## src/rtl/stopwatch_pkg.sv

```systemverilog
// Shared types and constants for the MM:SS stopwatch: FSM encoding and
// BCD digit widths/terminal counts.
package stopwatch_pkg;

   typedef enum logic [1:0] {
      IDLE  = 2'd0,
      RUN   = 2'd1,
      PAUSE = 2'd2
   } state_t;

   localparam int BCD_W        = 4;
   localparam int SEC_ONES_MAX = 9;
   localparam int SEC_TENS_MAX = 5;
   localparam int MIN_ONES_MAX = 9;
   localparam int MIN_TENS_MAX = 5;

endpackage

```

## src/rtl/bcd_digit_tff.sv

```systemverilog
// One BCD digit held in a T-type register counting 0..MAX; the toggle vector
// is the XOR of the present state and its successor, gated by en.
module bcd_digit_tff
   import stopwatch_pkg::*;
#(
   parameter int MAX = 9
) (
   input  logic             clk,
   input  logic             rst_n,
   input  logic             en,
   input  logic             clr,
   output logic [BCD_W-1:0] q,
   output logic             tc
);

   logic [BCD_W-1:0] succ;
   logic [BCD_W-1:0] t;

   // Out-of-range codes fall back to 0 so the digit can never stick above MAX.
   always_comb begin
      succ = (q >= BCD_W'(MAX)) ? '0 : q + BCD_W'(1);
      t    = en ? (q ^ succ) : '0;
   end

   always_ff @(posedge clk) begin
      if (!rst_n || clr) begin
         q <= '0;
      end else begin
         q <= q ^ t;
      end
   end

   assign tc = (q == BCD_W'(MAX));

endmodule

```

## src/rtl/stopwatch_core.sv

```systemverilog
// Stopwatch control and datapath: run/pause/clear FSM, 1 s prescaler, four
// cascaded BCD digits (MM:SS) and a lap-freeze display register.
module stopwatch_core
   import stopwatch_pkg::*;
#(
   parameter int TICK_DIV = 50_000_000
) (
   input  logic             clk,
   input  logic             rst_n,
   input  logic             start_stop,
   input  logic             clear,
   input  logic             lap,
   output logic [BCD_W-1:0] sec_ones,
   output logic [BCD_W-1:0] sec_tens,
   output logic [BCD_W-1:0] min_ones,
   output logic [BCD_W-1:0] min_tens,
   output logic             running,
   output logic             frozen,
   output logic             wrap
);

   localparam int             PW      = (TICK_DIV > 2) ? $clog2(TICK_DIV) : 1;
   localparam logic [PW-1:0]  PS_LAST = PW'(TICK_DIV - 1);

   // state is the observable FSM register for external checkers.
   state_t           state;
   state_t           state_nxt;
   logic             frozen_nxt;
   logic             zero_all;
   logic [PW-1:0]    prescaler;
   logic             tick;
   logic [3:0]       en;
   logic [3:0]       tc;
   logic [BCD_W-1:0] q_so, q_st, q_mo, q_mt;

   always_comb begin
      state_nxt  = state;
      frozen_nxt = frozen;
      case (state)
         IDLE:    if (start_stop && !clear) state_nxt = RUN;
         RUN:     if (clear) state_nxt = IDLE; else if (start_stop) state_nxt = PAUSE;
         PAUSE:   if (clear) state_nxt = IDLE; else if (start_stop) state_nxt = RUN;
         default: state_nxt = IDLE;
      endcase
      // A lap pulse freezes only while running; in PAUSE it can only release.
      if (state_nxt == IDLE) begin
         frozen_nxt = 1'b0;
      end else if (lap) begin
         if (state == RUN) begin
            frozen_nxt = !frozen;
         end else if (state == PAUSE) begin
            frozen_nxt = 1'b0;
         end
      end
   end

   assign zero_all = (state_nxt == IDLE);
   assign tick     = (state == RUN) && (prescaler == PS_LAST);

   assign en[0] = tick;
   assign en[1] = en[0] & tc[0];
   assign en[2] = en[1] & tc[1];
   assign en[3] = en[2] & tc[2];

   bcd_digit_tff #(.MAX(SEC_ONES_MAX)) u_sec_ones (
      .clk(clk), .rst_n(rst_n), .en(en[0]), .clr(zero_all), .q(q_so), .tc(tc[0])
   );
   bcd_digit_tff #(.MAX(SEC_TENS_MAX)) u_sec_tens (
      .clk(clk), .rst_n(rst_n), .en(en[1]), .clr(zero_all), .q(q_st), .tc(tc[1])
   );
   bcd_digit_tff #(.MAX(MIN_ONES_MAX)) u_min_ones (
      .clk(clk), .rst_n(rst_n), .en(en[2]), .clr(zero_all), .q(q_mo), .tc(tc[2])
   );
   bcd_digit_tff #(.MAX(MIN_TENS_MAX)) u_min_tens (
      .clk(clk), .rst_n(rst_n), .en(en[3]), .clr(zero_all), .q(q_mt), .tc(tc[3])
   );

   always_ff @(posedge clk) begin
      if (!rst_n) begin
         state     <= IDLE;
         prescaler <= '0;
         running   <= 1'b0;
         frozen    <= 1'b0;
         wrap      <= 1'b0;
         sec_ones  <= '0;
         sec_tens  <= '0;
         min_ones  <= '0;
         min_tens  <= '0;
      end else begin
         state   <= state_nxt;
         running <= (state_nxt == RUN);
         frozen  <= frozen_nxt;
         wrap    <= en[3] & tc[3] & !zero_all;

         // Prescaler holds in PAUSE so the fractional second survives a pause.
         if (zero_all || tick) begin
            prescaler <= '0;
         end else if (state == RUN) begin
            prescaler <= prescaler + PW'(1);
         end

         // The display keeps its current value on the edge that freezes it.
         if (zero_all) begin
            sec_ones <= '0;
            sec_tens <= '0;
            min_ones <= '0;
            min_tens <= '0;
         end else if (!frozen_nxt) begin
            sec_ones <= q_so;
            sec_tens <= q_st;
            min_ones <= q_mo;
            min_tens <= q_mt;
         end
      end
   end

endmodule

```

## config.mk

```make
export PLATFORM = sky130hd
export DESIGN_NAME = stopwatch_core
export DESIGN_NICKNAME = d
export VERILOG_FILES = /design/src/rtl/stopwatch_pkg.sv /design/src/rtl/bcd_digit_tff.sv /design/src/rtl/stopwatch_core.sv
export SDC_FILE = /design/constraint.sdc
export NUM_CORES = 1
export LEC_CHECK = 0
export BUFFER_PORTS_ARGS = -buffer_cell sky130_fd_sc_hd__clkbuf_2
export CORE_ASPECT_RATIO = 1.4
export CORE_MARGIN = 3
export CORE_UTILIZATION = 55
export DETAILED_ROUTE_END_ITERATION = 7
export PLACE_DENSITY = 0.74
export SETUP_SLACK_MARGIN = 0.5
export SLEW_MARGIN = 20
export SYNTH_ARGS = -nofsm -noshare
export SYNTH_HDL_FRONTEND = slang
export SYNTH_SLANG_ARGS = --single-unit
```

## constraint.sdc

```tcl
create_clock -name clk -period 2.6 [get_ports clk]
set_input_delay 0.52 -clock clk [delete_from_list [all_inputs] [get_ports clk]]
set_output_delay 0.52 -clock clk [all_outputs]
set_load 0.03 [all_outputs]
```

==> results of run 1 <==
-- layout make-up --
type / instances / area (um^2)
Multi-Input combinational cell: 280 / 2020
Sequential cell: 63 / 1270
Fill cell: 363 / 1250
Timing Repair Buffer: 49 / 403
Clock buffer: 13 / 149
Clock inverter: 3 / 90.1
Tap cell: 66 / 82.6
Inverter: 13 / 48.8
-- worst min-delay path, delay by kind of cell, from the launching register on --
family | cells | cell delay [ps]
DFF | 1 | 310
and+or+nand+nor | 1 | 50
AOI/OAI and AO/OA | 1 | 50
-- report_power, final --
group	internal (mW)	switching (mW)
combinational	0.0338	0.0505
clock	0.665	0.374
sequential	0.967	0.00171
-- final timing paths --
kind,from,to,cells after the start
max reg2reg,prescaler[9],prescaler[7],8
min reg2reg,sec_ones[3],sec_ones[3],2
max,prescaler[9],prescaler[7],8
min,sec_ones[3],sec_ones[3],2
-- through the flow --
stage	hold slack (ps)	setup WS [ps]	cell area (um^2)	total power [mW]	utilization [%]
after floorplan	462	427	3120	1.03	-
after global placement	436	323	3310	1.04	62.3
after detailed placement	439	285	3310	1.04	62.3
after CTS	449	393	3770	2.09	70.9
after global routing	476	324	4060	2.16	76.4
final	447	373	4060	2.09	76.4
-- routing by layer --
metal	global-route usage, %	wire length, um
met3	7.03	381
met5	0	0
met2	41.6	4150
met4	14.2	280
met1	24.7	3110
-- what timing repair did --
item	CTS	global route
gates cloned	2	1
endpoints found under the setup margin	35	42
endpoints found under the hold margin	0	0
gates resized for setup	17	56
pin swaps	8	16
setup buffers	12	5
-- Yosys cell counts (all sizes together) (10+ instances only) --
| master | instances |
|---|---|
| dfxtp | 63 |
| nor2 | 43 |
| nand2 | 40 |
| nand3 | 36 |
| o21ai | 21 |
| xnor2 | 18 |
| ha | 13 |
| inv | 13 |
| nor4 | 13 |
| a21oi | 12 |
| clkbuf | 10 |
-- logic make-up after synthesis --
kind of cell,after synthesis
AO/OA/AOI/OAI,51
XOR/XNOR,23
adder cells (fa/ha/maj),13
buffers and inverters,28
flip-flops,63
multiplexers,8
AND/OR/NAND/NOR,185
==> impl_metrics.ini, run 1 <==
[synth]
syn_area_um2 = 3110
synth.distinct_cells = 52
yosysSeqAreaShare_pct = 40.5
syn-num-nets = 389
synth_xor_area_share_pct = 6.48
yosysWarnings = 0
synth_compound_area_share_pct = 10.0
muxShareOfSynthArea_pct = 2.57
synth_seq_cells = 63
synth_top_area_share_pct = 40.5
synthTopCellsByArea = dfxtp_1 41%, nand3_1 5.6%, ha_1 5.2%
synth_top_family_by_area = simple AND/OR/NAND/NOR gates
async_flop_share_pct = 0
synth-simple-area-share_pct = 31.5
syn_area_per_cell_um2 = 8.38
synth_fa_ha_area_share_pct = 5.23
synth_top_area_cell = dfxtp_1
synth_ff_type = dfxtp_1
synth_edf_count = 0
postSynthCellCount = 371

[pwr]
p_leak_nw = 1.41
ir_drop_mv = 0.394
power_density_nw_per_um2 = 515

[cells_and_area]
drive_above_1_share_pct = 30.9
nets = 434
mostFrequentLayoutCell = dfxtp_1
synthToLayoutAreaGrowth_pct = 30.6
layout_common_cells = 54 x dfxtp_1, 36 x nand2_1, 33 x nand3_1
diodes = 0
layout.cells.non_filler = 487

[clocking]
max-clock-path-buffers = 2
cts_tree = yes
cts.clk_slew.worst_paths_ps = 60
clock_latency_ps = 350
numCtsBuffers = 9
htreeDepth = 3
cts.sinks = 63
hold_buffers = 0
cts-root-buf = clkbuf_8

[global_route]
antenna_found_initial = 0
grt_overflow_total = 0
grt_max_degree = 41
grt_usage_pct = 23.6
grt_pass1_vias = 2693
grt_pass1_wl_um = 12200

[sta]
slew_headroom_pct = 57.6
fmax_mhz = 449
setup_viol = 0
fin_tns_setup_ps = 0
period_needed_ps = 2230
drv_slew = 0
fin_crit_sh_pct = 85.6
rsz0062_at_grt = true
hold_viol = 0
fin_skew_ps = 9.08
tightest_slew_ps = 635

[setup_path]
path_cells = or4b_4, or4_4, buf_6, nor3_4, nand2b_4, buf_6, buf_16, nor2_2
critPathBufInv = 3
crit_path_start_kind = flop
cp.arrival_ps = 2470
critPathTopFamily = simple AND/OR/NAND/NOR gates
cpMostUsedCell = buf_6
max_stage_delay_ps = 530
slowest_stage = or4b_4
cp.required_ps = 2840
r2r_slack_ps = 370
cp_max_fo = 6
critPathKind = reg -> reg
endpoint_kind = flop

[placement]
dp.cells = 451
io_buffers = 23
place_hpwl_um = 4430
routabilityCongestion = 0.867

[floorplan]
coreArea_um2 = 5310
fp.dieArea_um2 = 6610
num_io_pins = 24
die_h_um = 95.0
rows = 31
initial_core_util_pct = 58.5
die_w_um = 69.6

[drt]
vias_per_cell = 5.86
wl_per_cell_um = 16.3
drc = 0
drtIter0Drc = 230
ant_nets = 0
via_count = 2854
routed_wl_um = 7920
drt-pass1-iter-count = 4

[worst_hold_path]
hp-class = reg -> reg

[run_status]
outcome = complete, no violations

[run]
maxCapViolations = 0
No activity file was read; power rests on OpenSTA's default activity.
==> inputs of run 2 (changes only) <==
CORE_MARGIN = 10   (was 3)
==> impl_metrics.ini, run 2 (synthesized netlist as in run 1, its figures left out) <==
[sta]
period_needed_ps = 2330
drv_slew = 0
hold_viol = 0
fmax_mhz = 429
fin_skew_ps = 8.66
rsz0062_at_grt = true
setup_viol = 0
fin_crit_sh_pct = 89.6
fin_tns_setup_ps = 0
tightest_slew_ps = 627
slew_headroom_pct = 58.1

[run]
maxCapViolations = 0

[floorplan]
die_h_um = 109
num_io_pins = 24
initial_core_util_pct = 56.7
rows = 32
coreArea_um2 = 5490
fp.dieArea_um2 = 9110
die_w_um = 83.6

[setup_path]
path_cells = or4b_4, or4_4, buf_4, or4_4, o21ai_2, a21oi_1
cp_max_fo = 4
critPathBufInv = 1
cp.required_ps = 2840
crit_path_start_kind = flop
critPathKind = reg -> reg
cpMostUsedCell = or4_4
critPathTopFamily = simple AND/OR/NAND/NOR gates
cp.arrival_ps = 2570
slowest_stage = or4b_4
endpoint_kind = flop
max_stage_delay_ps = 530

[clocking]
numCtsBuffers = 9
clock_latency_ps = 350
max-clock-path-buffers = 2
hold_buffers = 0
htreeDepth = 3
cts_tree = yes
cts.clk_slew.worst_paths_ps = 70
cts-root-buf = clkbuf_8
cts.sinks = 63

[placement]
routabilityCongestion = 0.858
io_buffers = 23
place_hpwl_um = 4550
dp.cells = 453

[worst_hold_path]
hp-class = reg -> reg

[cells_and_area]
layout_common_cells = 60 x dfxtp_1, 43 x nor2_1, 37 x nand2_1
diodes = 0
layout.cells.non_filler = 485
mostFrequentLayoutCell = dfxtp_1
drive_above_1_share_pct = 21.1
synthToLayoutAreaGrowth_pct = 21.5
nets = 430

[drt]
drtIter0Drc = 128
drc = 0
routed_wl_um = 6970
drt-pass1-iter-count = 4
vias_per_cell = 5.72
ant_nets = 0
wl_per_cell_um = 14.4
via_count = 2774

[global_route]
antenna_found_initial = 0
grt_pass1_vias = 2551
grt_max_degree = 41
grt_overflow_total = 0
grt_usage_pct = 15.7
grt_pass1_wl_um = 11900

[run_status]
outcome = complete, no violations

[pwr]
p_leak_nw = 1.33
power_density_nw_per_um2 = 498
ir_drop_mv = 0.589
[run 2: final cells by class]
class | instances | area [um^2]
clock buffer | 12 | 145
clock inverter | 4 | 45.0
fill | 439 | 1710
inverter | 13 | 48.8
multi-input combinational | 280 | 1830
sequential | 63 | 1260
tap | 68 | 85.1
timing repair buffer | 45 | 360
[run 2: power breakdown]
part           internal, mW  switching, mW  total, mW
Sequential            0.967        0.00159      0.968
Combinational        0.0304         0.0420     0.0724
Clock                 0.465          0.375      0.840
Total                  1.46          0.419       1.88
[run 2: through the flow]
stage / power [mW] / utilization [%] / hold WS, ps / cell area [um^2] / worst slack (ps)
detailed placement: 1.04 / 60.4 / 444 / 3310 / 311
CTS: 1.89 / 67.7 / 453 / 3710 / 343
finish: 1.88 / 68.9 / 449 / 3780 / 270
floorplan: 1.03 / - / 462 / 3120 / 427
global route: 1.94 / 68.9 / 465 / 3780 / 204
global placement: 1.04 / 60.4 / 435 / 3310 / 376
[run 2: repair_timing]
action                     in CTS  in global routing
buffers inserted                9                  5
setup endpoints to repair      33                 42
resized for setup              16                  5
gates cloned                    2                  0
pin swaps                       9                  4
[run 2: worst paths after layout]
| kind | from | end | slack, ps | cells after the start |
|---|---|---|---|---|
| setup / recovery | prescaler[9] | flop | 270 | 6 |
| hold / removal | sec_ones[0] | sec_ones[0] | 450 | 2 |
| setup reg to reg | prescaler[9] | flop | 270 | 6 |
| hold reg to reg | sec_ones[0] | sec_ones[0] | 450 | 2 |
[run 2: routing by layer]
layer | global-route usage, % | up-vias | wire length [um]
met3 | 4.03 | 19 | 335
met4 | 10.1 | 0 | 222
met2 | 27.2 | 61 | 3460
met5 | 0 | - | 0
li1 | - | 1396 | -
met1 | 17.0 | 1298 | 2950
[run 2: worst min-delay path: cells and delay by family (launching register included)]
family / cells / cell delay, ps
compound gates: 1 / 50
flops: 1 / 310
simple gates: 1 / 50
